$ cat src/rtl/key_event_fsm_pkg.sv
// Shared types and default timing for the key event classifier.
package key_event_fsm_pkg;

  // Binary state encoding, 3 bits.
  typedef enum logic [2:0] {
    IDLE           = 3'd0,
    PRESSED        = 3'd1,
    LONG_HELD      = 3'd2,
    WAIT_SECOND    = 3'd3,
    SECOND_PRESSED = 3'd4
  } key_state_e;

  // Default timing at 100 MHz.
  localparam int LONG_CNT_DEF   = 100_000_000;
  localparam int DCLICK_CNT_DEF = 25_000_000;
  localparam int REPEAT_CNT_DEF = 20_000_000;

  // Largest of three timing constants, used to size the shared counter.
  function automatic int max3(input int a, input int b, input int c);
    int m;
    m = (a > b) ? a : b;
    return (m > c) ? m : c;
  endfunction

endpackage

$ cat src/rtl/key_event_fsm_edge_det.sv
// Press/release edge detector on the debounced key level (idle high).
// key_d resets high so a key held low across reset reads as a fresh press.
module key_edge_det (
  input  logic sys_clk,
  input  logic sys_rst,
  input  logic key_filter,
  output logic key_press,
  output logic key_release
);

  logic key_d;

  // Previous-sample register.
  always_ff @(posedge sys_clk) begin
    if (sys_rst) key_d <= 1'b1;
    else         key_d <= key_filter;
  end

  assign key_press   =  key_d & ~key_filter;
  assign key_release = ~key_d &  key_filter;

endmodule

$ cat src/rtl/key_event_fsm.sv
// Key action classifier: short press, long press, double click, one
// registered single-cycle pulse per action.
// Optional auto-repeat while long-held: define KEY_EVENT_REPEAT_EN.
module key_event_fsm
  import key_event_fsm_pkg::*;
#(
  parameter int LONG_CNT   = LONG_CNT_DEF,
  parameter int DCLICK_CNT = DCLICK_CNT_DEF,
  parameter int REPEAT_CNT = REPEAT_CNT_DEF
) (
  input  logic sys_clk,
  input  logic sys_rst,
  input  logic key_filter,
  output logic short_press,
  output logic long_press,
  output logic double_click,
  output logic repeat_pulse,
  output logic key_busy
);

  localparam int CNT_W = $clog2(max3(LONG_CNT, DCLICK_CNT, REPEAT_CNT)) + 1;
  localparam logic [CNT_W-1:0] LONG_TC   = CNT_W'(LONG_CNT - 1);
  localparam logic [CNT_W-1:0] DCLICK_TC = CNT_W'(DCLICK_CNT - 1);

  logic key_press, key_release;

  key_edge_det u_edge (
    .sys_clk     (sys_clk),
    .sys_rst     (sys_rst),
    .key_filter  (key_filter),
    .key_press   (key_press),
    .key_release (key_release)
  );

  key_state_e       state_q, state_d;
  logic [CNT_W-1:0] cnt_q, cnt_d;
  logic             short_d, long_d, dclick_d;

  // State, counter and event registers; busy tracks the next state so it
  // lines up with the registered state.
  always_ff @(posedge sys_clk) begin
    if (sys_rst) begin
      state_q      <= IDLE;
      cnt_q        <= '0;
      short_press  <= 1'b0;
      long_press   <= 1'b0;
      double_click <= 1'b0;
      key_busy     <= 1'b0;
    end else begin
      state_q      <= state_d;
      cnt_q        <= cnt_d;
      short_press  <= short_d;
      long_press   <= long_d;
      double_click <= dclick_d;
      key_busy     <= (state_d != IDLE);
    end
  end

`ifdef KEY_EVENT_REPEAT_EN
  localparam logic [CNT_W-1:0] REPEAT_TC = CNT_W'(REPEAT_CNT - 1);
  logic rep_d;

  // Repeat pulse register.
  always_ff @(posedge sys_clk) begin
    if (sys_rst) repeat_pulse <= 1'b0;
    else         repeat_pulse <= rep_d;
  end
`else
  assign repeat_pulse = 1'b0;
`endif

  // Next-state, counter and event decode. Every counting state leaves at
  // its terminal count, so the counter never wraps.
  always_comb begin
    state_d  = state_q;
    cnt_d    = cnt_q;
    short_d  = 1'b0;
    long_d   = 1'b0;
    dclick_d = 1'b0;
`ifdef KEY_EVENT_REPEAT_EN
    rep_d    = 1'b0;
`endif
    case (state_q)
      IDLE: begin
        // A stray release here is ignored.
        if (key_press) begin
          state_d = PRESSED;
          cnt_d   = '0;
        end
      end
      PRESSED: begin
        // Release takes priority: the key is no longer low at terminal count.
        if (key_release) begin
          state_d = WAIT_SECOND;
          cnt_d   = '0;
        end else if (cnt_q == LONG_TC) begin
          long_d  = 1'b1;
          state_d = LONG_HELD;
          cnt_d   = '0;
        end else begin
          cnt_d   = cnt_q + 1'b1;
        end
      end
      LONG_HELD: begin
        if (key_release) begin
          state_d = IDLE;
          cnt_d   = '0;
        end
`ifdef KEY_EVENT_REPEAT_EN
        else if (cnt_q == REPEAT_TC) begin
          rep_d   = 1'b1;
          cnt_d   = '0;
        end else begin
          cnt_d   = cnt_q + 1'b1;
        end
`endif
      end
      WAIT_SECOND: begin
        // A press on the timeout cycle still counts as a double click.
        if (key_press) begin
          state_d = SECOND_PRESSED;
          cnt_d   = '0;
        end else if (cnt_q == DCLICK_TC) begin
          short_d = 1'b1;
          state_d = IDLE;
          cnt_d   = '0;
        end else begin
          cnt_d   = cnt_q + 1'b1;
        end
      end
      SECOND_PRESSED: begin
        // Hold time of the second press is irrelevant.
        if (key_release) begin
          dclick_d = 1'b1;
          state_d  = IDLE;
          cnt_d    = '0;
        end
      end
      default: begin
        state_d = IDLE;
        cnt_d   = '0;
      end
    endcase
  end

endmodule
$ cat config.mk
export PLATFORM = sky130hd
export DESIGN_NAME = key_event_fsm
export DESIGN_NICKNAME = d
export VERILOG_FILES = /design/src/rtl/key_event_fsm_pkg.sv /design/src/rtl/key_event_fsm_edge_det.sv /design/src/rtl/key_event_fsm.sv
export SDC_FILE = /design/constraint.sdc
export NUM_CORES = 1
export LEC_CHECK = 0
export ABC_CLOCK_PERIOD_IN_PS = 6400
export CAP_MARGIN = 20
export CORE_ASPECT_RATIO = 0.9
export CORE_MARGIN = 3
export CORE_UTILIZATION = 64
export CTS_CLUSTER_DIAMETER = 40
export DETAILED_ROUTE_END_ITERATION = 7
export GPL_ROUTABILITY_DRIVEN = 0
export PLACE_DENSITY = 0.83
export SETUP_SLACK_MARGIN = 0.15
export SLEW_MARGIN = 25
export SYNTH_ARGS = -nofsm -noshare
export SYNTH_HDL_FRONTEND = slang
export SYNTH_SLANG_ARGS = --single-unit
$ cat constraint.sdc
create_clock -name sys_clk -period 6.4 [get_ports sys_clk]
set_input_delay 0.64 -clock sys_clk [delete_from_list [all_inputs] [get_ports sys_clk]]
set_output_delay 0.64 -clock sys_clk [all_outputs]
set_load 0.005 [all_outputs]
==> out/qor.log <==
INFO  outcome        run_status=finished, final reports clean
INFO  sta            worst_pin_slew=0.591ns
INFO  final_layout   final-seq-area=721um2
INFO  yosys          seq_area_frac_synth=37.5%
INFO  yosys          ys.warnings.count=0
INFO  power          net-switching-power=0.0000945W
INFO  detailed_routing routed_wirelength=3810um
INFO  final_layout   n_antenna_cell=0
INFO  clocking       cts_max_path_buffers=2
INFO  power          pwr-share-clk=33.1%
INFO  setup_path     worst-endpoint-arrival=2.85ns
INFO  detailed_routing first_iter_violations=269
INFO  floorplanning  floorplan.die.height=58.0um
INFO  power          sw_frac_of_total=24.6%
INFO  clocking       clkSlewWorstSetupHoldPaths=0.10ns
INFO  final_layout   drive_gt1_share=10.9%
INFO  sta            rsz0062_at_grt=false
INFO  yosys          synth_enable_flop_cells=0
INFO  clocking       clk_root_buffer_cell=clkbuf_4
INFO  setup_path     timing.critical_path.fanout_max=8
INFO  placement      dp_hpwl=2730um
INFO  power          power_frac_comb=7.2%
INFO  power          internal-power=0.000290W
INFO  clocking       htreeDepth=2
INFO  placement      place_worst_setup_slack=3.42ns
INFO  clocking       post_cts.repair.setup_buffers=0
INFO  final_layout   flow.area_growth_from_synthesis=6.05%
INFO  hold_path      hold_start=cnt_q[27]
INFO  floorplanning  core_area=2820um2
INFO  sta            min_period=2.63ns
INFO  yosys          yosysUniqueCellTypes=48
INFO  detailed_routing detail_route.wl_per_cell=13.7um
INFO  setup_path     setup.reg_to_reg.worst_slack=3.83ns
INFO  floorplanning  initial_standard_cell_utilization_of_the_core=68.4%
INFO  global_routing groute.usage.overall=23.7%
INFO  setup_path     critical_path_class=primary input to flop
INFO  yosys          synthesis.instances=233
INFO  setup_path     cp-start-kind=primary input
INFO  clocking       tritoncts=yes
INFO  placement      io_buffer_count=6
INFO  global_routing grt_start_max_net_pins=20
INFO  power          sequentialPowerShare=59.7%
INFO  final_layout   layout.nets=241
INFO  sta            timing.slew.headroom=60.3%
INFO  setup_path     worst_r2r_endpoint=cnt_q[20]
INFO  job            timing.max_cap.violations=0
INFO  hold_path      whs_path_depth=2
INFO  sta            post-route-worst-setup-slack=3.77ns
INFO  detailed_routing detail_route.drc_violations=0
INFO  sta            final.period_utilization=41.0%
INFO  sta            fin_worst_skew=0.00684ns
INFO  yosys          synth_ff_type=dfxtp_1
INFO  detailed_routing vias_per_cell=5.87
INFO  clocking       clk-insertion-delay-late=0.35ns
INFO  clocking       count_of_clock_tree_sinks=36
INFO  sta            max_fclk=381MHz
INFO  setup_path     cp.required=6.63ns
INFO  clocking       postCtsHoldBufs=0
INFO  hold_path      hold_end=cnt_q[27]
INFO  floorplanning  dieWidth=63.8um
INFO  sta            setup-violations-final=0
INFO  power          power-per-cell-area=188nW/um2
INFO  setup_path     critPathLaunch=key_filter
INFO  global_routing via_count_of_the_first_global_routing_pass=1,482
INFO  hold_path      hp-class=flop to flop
INFO  detailed_routing drt.antenna.violating_nets=0
INFO  clocking       cts_buffers=5
INFO  floorplanning  i_o_pin_count=8
INFO  global_routing grt_overflow=0
INFO  sta            final-hold-violation-count=0
INFO  clocking       cts_resized=0
INFO  final_layout   final_common_cell=dfxtp_1
INFO  power          pnr_total_power=0.000384W
INFO  sta            slew_violations=0
INFO  yosys          synth_fp_nets=237
INFO  global_routing grt_antenna_before_repair=0
INFO  setup_path     worst-r2r-cell-count=7
INFO  yosys          synth_async_sr_flop_share=0%
INFO  final_layout   final_cell_mix=dfxtp_1, nor2_1, nand2_1
INFO  final_layout   fill_cells=226
INFO  yosys          synth.ff_latch_count=36
INFO  final_layout   fin_util=72.5%
INFO  detailed_routing detailroute.via_count=1,631
INFO  sta            final_total_negative_setup_slack=0ns
INFO  final_layout   multi_input_comb_area=1130um2
INFO  power          power.leakage=0.655nW
INFO  power          worst_ir_drop_vdd=0.132mV
INFO  global_routing grt_first_pass_wirelength=6890um
INFO  yosys          synthesis.area=1920um2
INFO  detailed_routing firstDrtPassIters=5
INFO  setup_path     critical_path.endpoint_type=flop
INFO  setup_path     critical_path.reg2reg.startpoint=cnt_q[0]
INFO  floorplanning  rows=18
INFO  floorplanning  design.die.area=3700um2
INFO  yosys          syn-mean-instance-area=8.26um2
[synthesized netlist by cell type, types with 3 or more instances]
| cell | instances | area (um2) |
|---|---|---|
| dfxtp_1 | 36 | 721 |
| nor2_1 | 31 | 116 |
| nand2_1 | 22 | 82.6 |
| nand3_1 | 17 | 85.1 |
| xnor2_1 | 13 | 114 |
| nor2_2 | 10 | 62.6 |
| nor3_1 | 9 | 45.0 |
| o21ai_0 | 7 | 35.0 |
| a21oi_1 | 6 | 30.0 |
| a31oi_1 | 6 | 37.5 |
| and3_1 | 6 | 37.5 |
| inv_1 | 6 | 22.5 |
| nand4_1 | 6 | 37.5 |
| xor2_1 | 5 | 43.8 |
| clkbuf_1 | 4 | 15.0 |
| a22oi_1 | 3 | 22.5 |
| nor2b_1 | 3 | 18.8 |
| nor4_1 | 3 | 18.8 |
| nor4b_1 | 3 | 26.3 |
[how the worst max path moves through the flow]
stage,endpoint,slack (ns),cells after the start
global route,cnt_q[20],3.58,7
detailed placement,cnt_q[25],3.42,7
global placement,cnt_q[6],3.52,7
floorplan,cnt_q[25],4.19,6
finish,cnt_q[25],3.77,7
CTS,cnt_q[25],3.79,7
[final cells by class]
cell class	instances	area share, %
Sequential cell	36	35.3
Timing Repair Buffer	6	2.94
Tap cell	40	2.45
Inverter	6	1.10
Multi-Input combinational cell	182	55.3
Clock buffer	8	2.88
[registers in the layout (all words and copies together) (netlist names)]
signal        flops
key_busy          1
long_press        1
double_click      1
short_press       1
cnt_q            28
u_edge.key_d      1
state_q           3
[power by group through the flow]
stage	logic (W)	registers, W	clock network, W
4_1_cts	0.0000276	0.000229	0.000130
3_5_place_dp	0.0000277	0.000234	0
6_report	0.0000277	0.000229	0.000127
3_3_place_gp	0.0000266	0.000234	0
5_1_grt	0.0000309	0.000230	0.000142
2_1_floorplan	0.0000251	0.000233	0
[logic make-up after synthesis]
group | Yosys count | synth area share, %
xor gates and xnor gates | 18 | 8.19
DFF | 36 | 37.5
and+or+nand+nor | 131 | 38.4
buffers and inverters | 15 | 3.90
adders and majority gates | 1 | 0.650
other | 1 | 0.195
AOI/OAI and AO/OA | 31 | 11.2
[metal layers]
layer | vias up | share of wire (%) | track usage [%]
li1 | 827 | - | -
met1 | 751 | 47 | 33.2
met2 | 45 | 45 | 34.2
met3 | 8 | 6.3 | 7.56
met4 | 0 | 1.3 | 8.62
met5 | - | 0 | 0
[critical path, stage by stage]
cell,delay [ns]
clkdlybuf4s50_1,0.51
or4b_1,0.59
o211ai_1,0.23
nand4_2,0.28
nor4_1,0.40
xnor2_1,0.16
nor2_1,0.05
[metrics by stage]
step | std cells | cell area, um2 | hold WS [ns]
after global routing | 278 | 2040 | 0.560
after floorplan | 233 | 1920 | 0.458
after CTS | 278 | 2040 | 0.519
final | 278 | 2040 | 0.516
after detailed placement | 270 | 1980 | 0.504
after global placement | 270 | 1980 | 0.469
(Power assumes the default switching activity.)
==> patch 1: new RTL, config.mk and constraints unchanged <==
Register the input `key_filter` before use, without a reset. The logic sees it one clock later.
--- a/src/rtl/key_event_fsm.sv
+++ b/src/rtl/key_event_fsm.sv
@@ -22,12 +22,18 @@
   localparam logic [CNT_W-1:0] LONG_TC   = CNT_W'(LONG_CNT - 1);
   localparam logic [CNT_W-1:0] DCLICK_TC = CNT_W'(DCLICK_CNT - 1);
 
+  logic key_filter_q;
+
+  always_ff @(posedge sys_clk) begin
+    key_filter_q <= key_filter;
+  end
+
   logic key_press, key_release;
 
   key_edge_det u_edge (
     .sys_clk     (sys_clk),
     .sys_rst     (sys_rst),
-    .key_filter  (key_filter),
+    .key_filter  (key_filter_q),
     .key_press   (key_press),
     .key_release (key_release)
   );
Check against the original RTL: not equivalent (a bounded check fails within 4 cycles, from zero or initial values and one cycle with sys_rst high).
==> patch 1 against the original RTL <==
Clock power down 7%; power fell by 0.50%; die area increased by 0.94%; register-to-register slack improved by 0.07 ns; clock skew is 0.0076 ns higher; design area increased by 0.49%; sequential cell count grew 1; sequential power grew 3%; count of clock-buffer cells in the layout unchanged; hold slack worse by 0.0062 ns; area after synthesis grew 1.0%; non-clock buffer count unchanged; wire length is 0.73% lower; setup slack improved by 0.13 ns; critical endpoint is now cnt_q[24]; largest cell class unchanged; largest power group unchanged; highest routed layer unchanged.
==> patch 1: results (changes against the original RTL) <==
- Worst Path Arrival: 2.71 ns (-0.14 ns)
- Critical-path top delay cell: o21bai_4
- Static Leakage: 0.6578 nW (+0.38%)
- Vias: 1,640 (+0.55%)
- Peak VDD IR: 0.0001276 V (-3.1%)
- Yosys cell types: 48 (unchanged)
- Outcome: finished, final reports clean
- Regs by FF count: cnt_q: 28 flops, state_q: 3 flops
- WHS: 0.5097 ns (-0.006166 ns)
- Detailed Route WL: 3783 um (-0.73%)
- First-pass iteration count of the detailed router: 5 (unchanged)
- Syn Nets: 238 (+0.42%)
- Met1 GRT Util: 29.40% (-3.8 points)
- Worst Max-Slew Pin Slew: 0.6225 ns (+0.03109 ns)
- First DRT Iteration DRCs: 153 (-43%)
- GR met2 Demand/Resource: 38.29% (+4.1 points)
- Clock buffer depth: 2 (unchanged)
- Crit-path max cell delay: 0.54 ns (-0.05 ns)
- Routing usage on met3: 4.580% (-3.0 points)
- R2r endpoint: cnt_q[24]
- Pin count of the biggest net entering global routing: 20 (unchanged)
- Root Buffer: clkbuf_4
- HPWL Detailed: 2703 um (-1.1%)
- Yosys warns: 0 (unchanged)
- Synth area leaders: dfxtp_1, nor2_1, xnor2_1
- Setup WS post-layout: 3.901 ns (+0.1271 ns)
- Pre-CTS WS: 3.938 ns (+0.5221 ns)
- First-pass GRT wire length: 6686 um (-2.9%)
- Worst-path maximum fanout: 19 (+11)
- Share of cells above drive strength 1: 10.46% (-0.46 points)
- Fin Clk Skew: 0.01439 ns (+0.007558 ns)
- Post-synthesis sequential area ratio: 38.10% (+0.64 points)
- Total track usage: 22.77% (-0.91 points)
- Postcts setup bufs: 0 (unchanged)
- Synth async-reset ratio: 0% (unchanged)
- CTS clk-pin slew, worst paths: 0.11 ns
- Most instantiated cells after synthesis: dfxtp_1, nor2_1, nand2_1
- Vias in the first global route: 1,533 (+3.4%)
patch 1: changes by cell type after synthesis, sizes merged:
| cell | unedited run | this run |
|---|---|---|
| dfxtp | 36 | 37 |
patch 1: area by class of cell:
type,instances,area [um^2]
Clock buffer,8,48.80
Sequential cell,37,740.7
Timing Repair Buffer,6,60.06
Fill cell,222,764.5
Inverter,6,22.52
Tap cell,40,50.05
Multi-Input combinational cell,182,1129
patch 1: kinds of logic after synthesis:
kind of cell             share of synthesized area (%)
AND/OR/NAND/NOR                                  37.97
flip-flops                                       38.10
AO/OA/AOI/OAI                                    11.13
XOR/XNOR                                         8.108
buffers and inverters                            3.860
adder cells (fa/ha/maj)                         0.6434
other                                           0.1929
patch 1: worst min-delay path: cells and delay by family, from the launching register on:
family / cells / cell delay, ns
flops: 1 / 0.33
compound gates: 2 / 0.14
patch 1: power by group:
part	leakage [nW]	switching [mW]	total, mW	internal [mW]
sequential	0.299	0.00329	0.236	0.233
clock	0.0265	0.0741	0.118	0.0438
combinational	0.332	0.0190	0.0279	0.00892
total	0.658	0.0964	0.382	0.286
patch 1: worst max path at each step:
stage                      endpoint      start  cells after the start
after floorplan           cnt_q[16]   cnt_q[8]                      7
after detailed placement  cnt_q[20]   cnt_q[0]                      7
after global placement    cnt_q[21]  cnt_q[27]                      6
after CTS                 cnt_q[24]   cnt_q[0]                      7
final                     cnt_q[24]   cnt_q[0]                      7
after global routing      cnt_q[26]   cnt_q[0]                      7
patch 1: metrics by stage:
| step | utilization, % | cell area, um^2 | cells |
|---|---|---|---|
| 2_1_floorplan | - | 1944 | 234 |
| 3_3_place_gp | 71.11 | 2002 | 271 |
| 3_5_place_dp | 71.11 | 2002 | 271 |
| 4_1_cts | 72.84 | 2051 | 279 |
| 5_1_grt | 72.84 | 2051 | 279 |
| 6_report | 72.84 | 2051 | 279 |
patch 1: layer usage:
metal	vias up	wire, um
met5	-	0
met4	0	61
met3	7	164
met2	39	1706
met1	761	1851
li1	833	-
==> patch 2: new RTL, same settings <==
Made on the original files. Add a define of `KEY_EVENT_REPEAT_EN`.
--- a/src/rtl/key_event_fsm.sv
+++ b/src/rtl/key_event_fsm.sv
@@ -1,6 +1,8 @@
 // Key action classifier: short press, long press, double click, one
 // registered single-cycle pulse per action.
 // Optional auto-repeat while long-held: define KEY_EVENT_REPEAT_EN.
+`define KEY_EVENT_REPEAT_EN
+
 module key_event_fsm
   import key_event_fsm_pkg::*;
 #(
Function: same outputs for any inputs over 10 cycles, from zero or initial values and one cycle with sys_rst high; that may be too few to reach the edited logic, so the function may still have changed.
==> patch 2 against the original RTL <==
Clock power down 9%; critical path depth down 1; clock skew up 0.0043 ns; power up 1.9%; hold slack better by 0.012 ns; sequential share of layout area up 0.18 points; wire length up 21%; setup slack worse by 0.42 ns; sequential cell count up 1; design area up 2.3%; area after synthesis up 3.8%.
==> patch 2: results (changes against the original RTL) <==
- Met1 GRT Util: 35.19% (+2.0 points)
- Drt wl/cell: 16.08 um (+17%)
- Worst Path Arrival: 3.27 ns (+0.42 ns)
- Sequential power share: 60.5% (+0.8 points)
- Synth area leaders: dfxtp_1, nand3_1, nand2_1
- Critical-path top delay cell: a221o_1
- Synth Area in Adders: 0.6262% (-0.024 points)
- Static Leakage: 0.5988 nW (-8.6%)
- Post-Layout Cell Count: 286 (+2.9%)
- Hold Path Origin: cnt_q[4]
- Syn Nets: 246 (+3.8%)
- Worst-path maximum fanout: 17 (+9)
- FF-to-FF setup slack: 3.48 ns (-0.35 ns)
- Pre-CTS WS: 3.099 ns (-0.3171 ns)
- Compound-Gate Fraction of Synth Area: 18.47% (+7.2 points)
- Fin Clk Skew: 0.01115 ns (+0.004313 ns)
- GR met2 Demand/Resource: 41.11% (+6.9 points)
- Post-synthesis sequential area ratio: 37.07% (-0.38 points)
- First-pass iteration count of the detailed router: 4 (-1)
- Critical Path Source: key_filter
- Yosys warns: 0 (unchanged)
- WHS Endpoint: cnt_q[4]
- Most instantiated cells after synthesis: dfxtp_1, nand2_1, nand3_1
- Yosys cell types: 54 (+13%)
- Crit-path max cell delay: 0.63 ns (+0.04 ns)
- Multiplexer share of the synthesized area: 0.5636% (+0.56 points)
- Switching pwr: 0.1017 mW (+7.6%)
- Crit path time final: 3.046 ns (+0.4200 ns)
- Clock power frac: 29.6% (-3.5 points)
- Syn_area_per_cell: 8.257 um^2 (about the same)
- WL met3: 380 um (+59%)
- Worst-skew pair later-pin latency: 0.33 ns (-0.02 ns)
- Total power: 0.3914 mW (+1.9%)
- Routing usage on met3: 7.400% (-0.16 points)
- R2r endpoint: cnt_q[8]
- Share of cells above drive strength 1: 8.943% (-2.0 points)
- Xor-xnor portion of the synthesized cell area: 5.260% (-2.9 points)
- Pin count of the biggest net entering global routing: 24 (+20%)
- Placed Instances: 278 (+3.0%)
- Met1 Wirelength: 2156 um (+20%)
- Outcome: finished, final reports clean
- Vias in the first global route: 1,643 (+11%)
- Vias: 1,868 (+15%)
- Worst setup path endpoint: cnt_q[21]
- First-pass GRT wire length: 7803 um (+13%)
- First DRT Iteration DRCs: 240 (-11%)
- Peak VDD IR: 0.0001224 V (-7.0%)
- Post-placement cell area: 2038 um^2 (+2.8%)
- HPWL Detailed: 3347 um (+22%)
- DR WL met2: 2011 um (+17%)
- FF-to-FF path depth: 8 (+1)
- Total track usage: 26.37% (+2.7 points)
- WHS: 0.5277 ns (+0.01189 ns)
==> patch 2: changes by cell type after synthesis, sizes merged, moves of 4 or more <==
| cell | unedited run | this run |
|---|---|---|
| a211oi | 1 | 10 |
| o21ai | 7 | 11 |
| a31oi | 6 | 2 |
| xnor2 | 13 | 5 |
| nand3 | 17 | 24 |
| clkbuf | 5 | 9 |
| nand2 | 22 | 28 |
| o311ai | 0 | 6 |
| nor2 | 41 | 18 |
| and3 | 6 | 1 |
==> patch 2: kinds of logic after synthesis <==
logic type	after synthesis
AO/OA/AOI/OAI	52
multiplexers	1
AND/OR/NAND/NOR	119
adder cells (fa/ha/maj)	1
buffers and inverters	20
flip-flops	37
XOR/XNOR	12
==> patch 2: final cells by class <==
class	instances	area, um^2
timing repair buffer	7	70.07
inverter	9	33.78
multi-input combinational	185	1144
tap	40	50.05
clock buffer	8	48.80
fill	235	773.2
sequential	37	740.7
==> patch 2: worst min-delay path, stage by stage (launching register included) <==
cell	delay, ns
dfxtp_1	0.36
nand2_1	0.06
o21ai_0	0.07
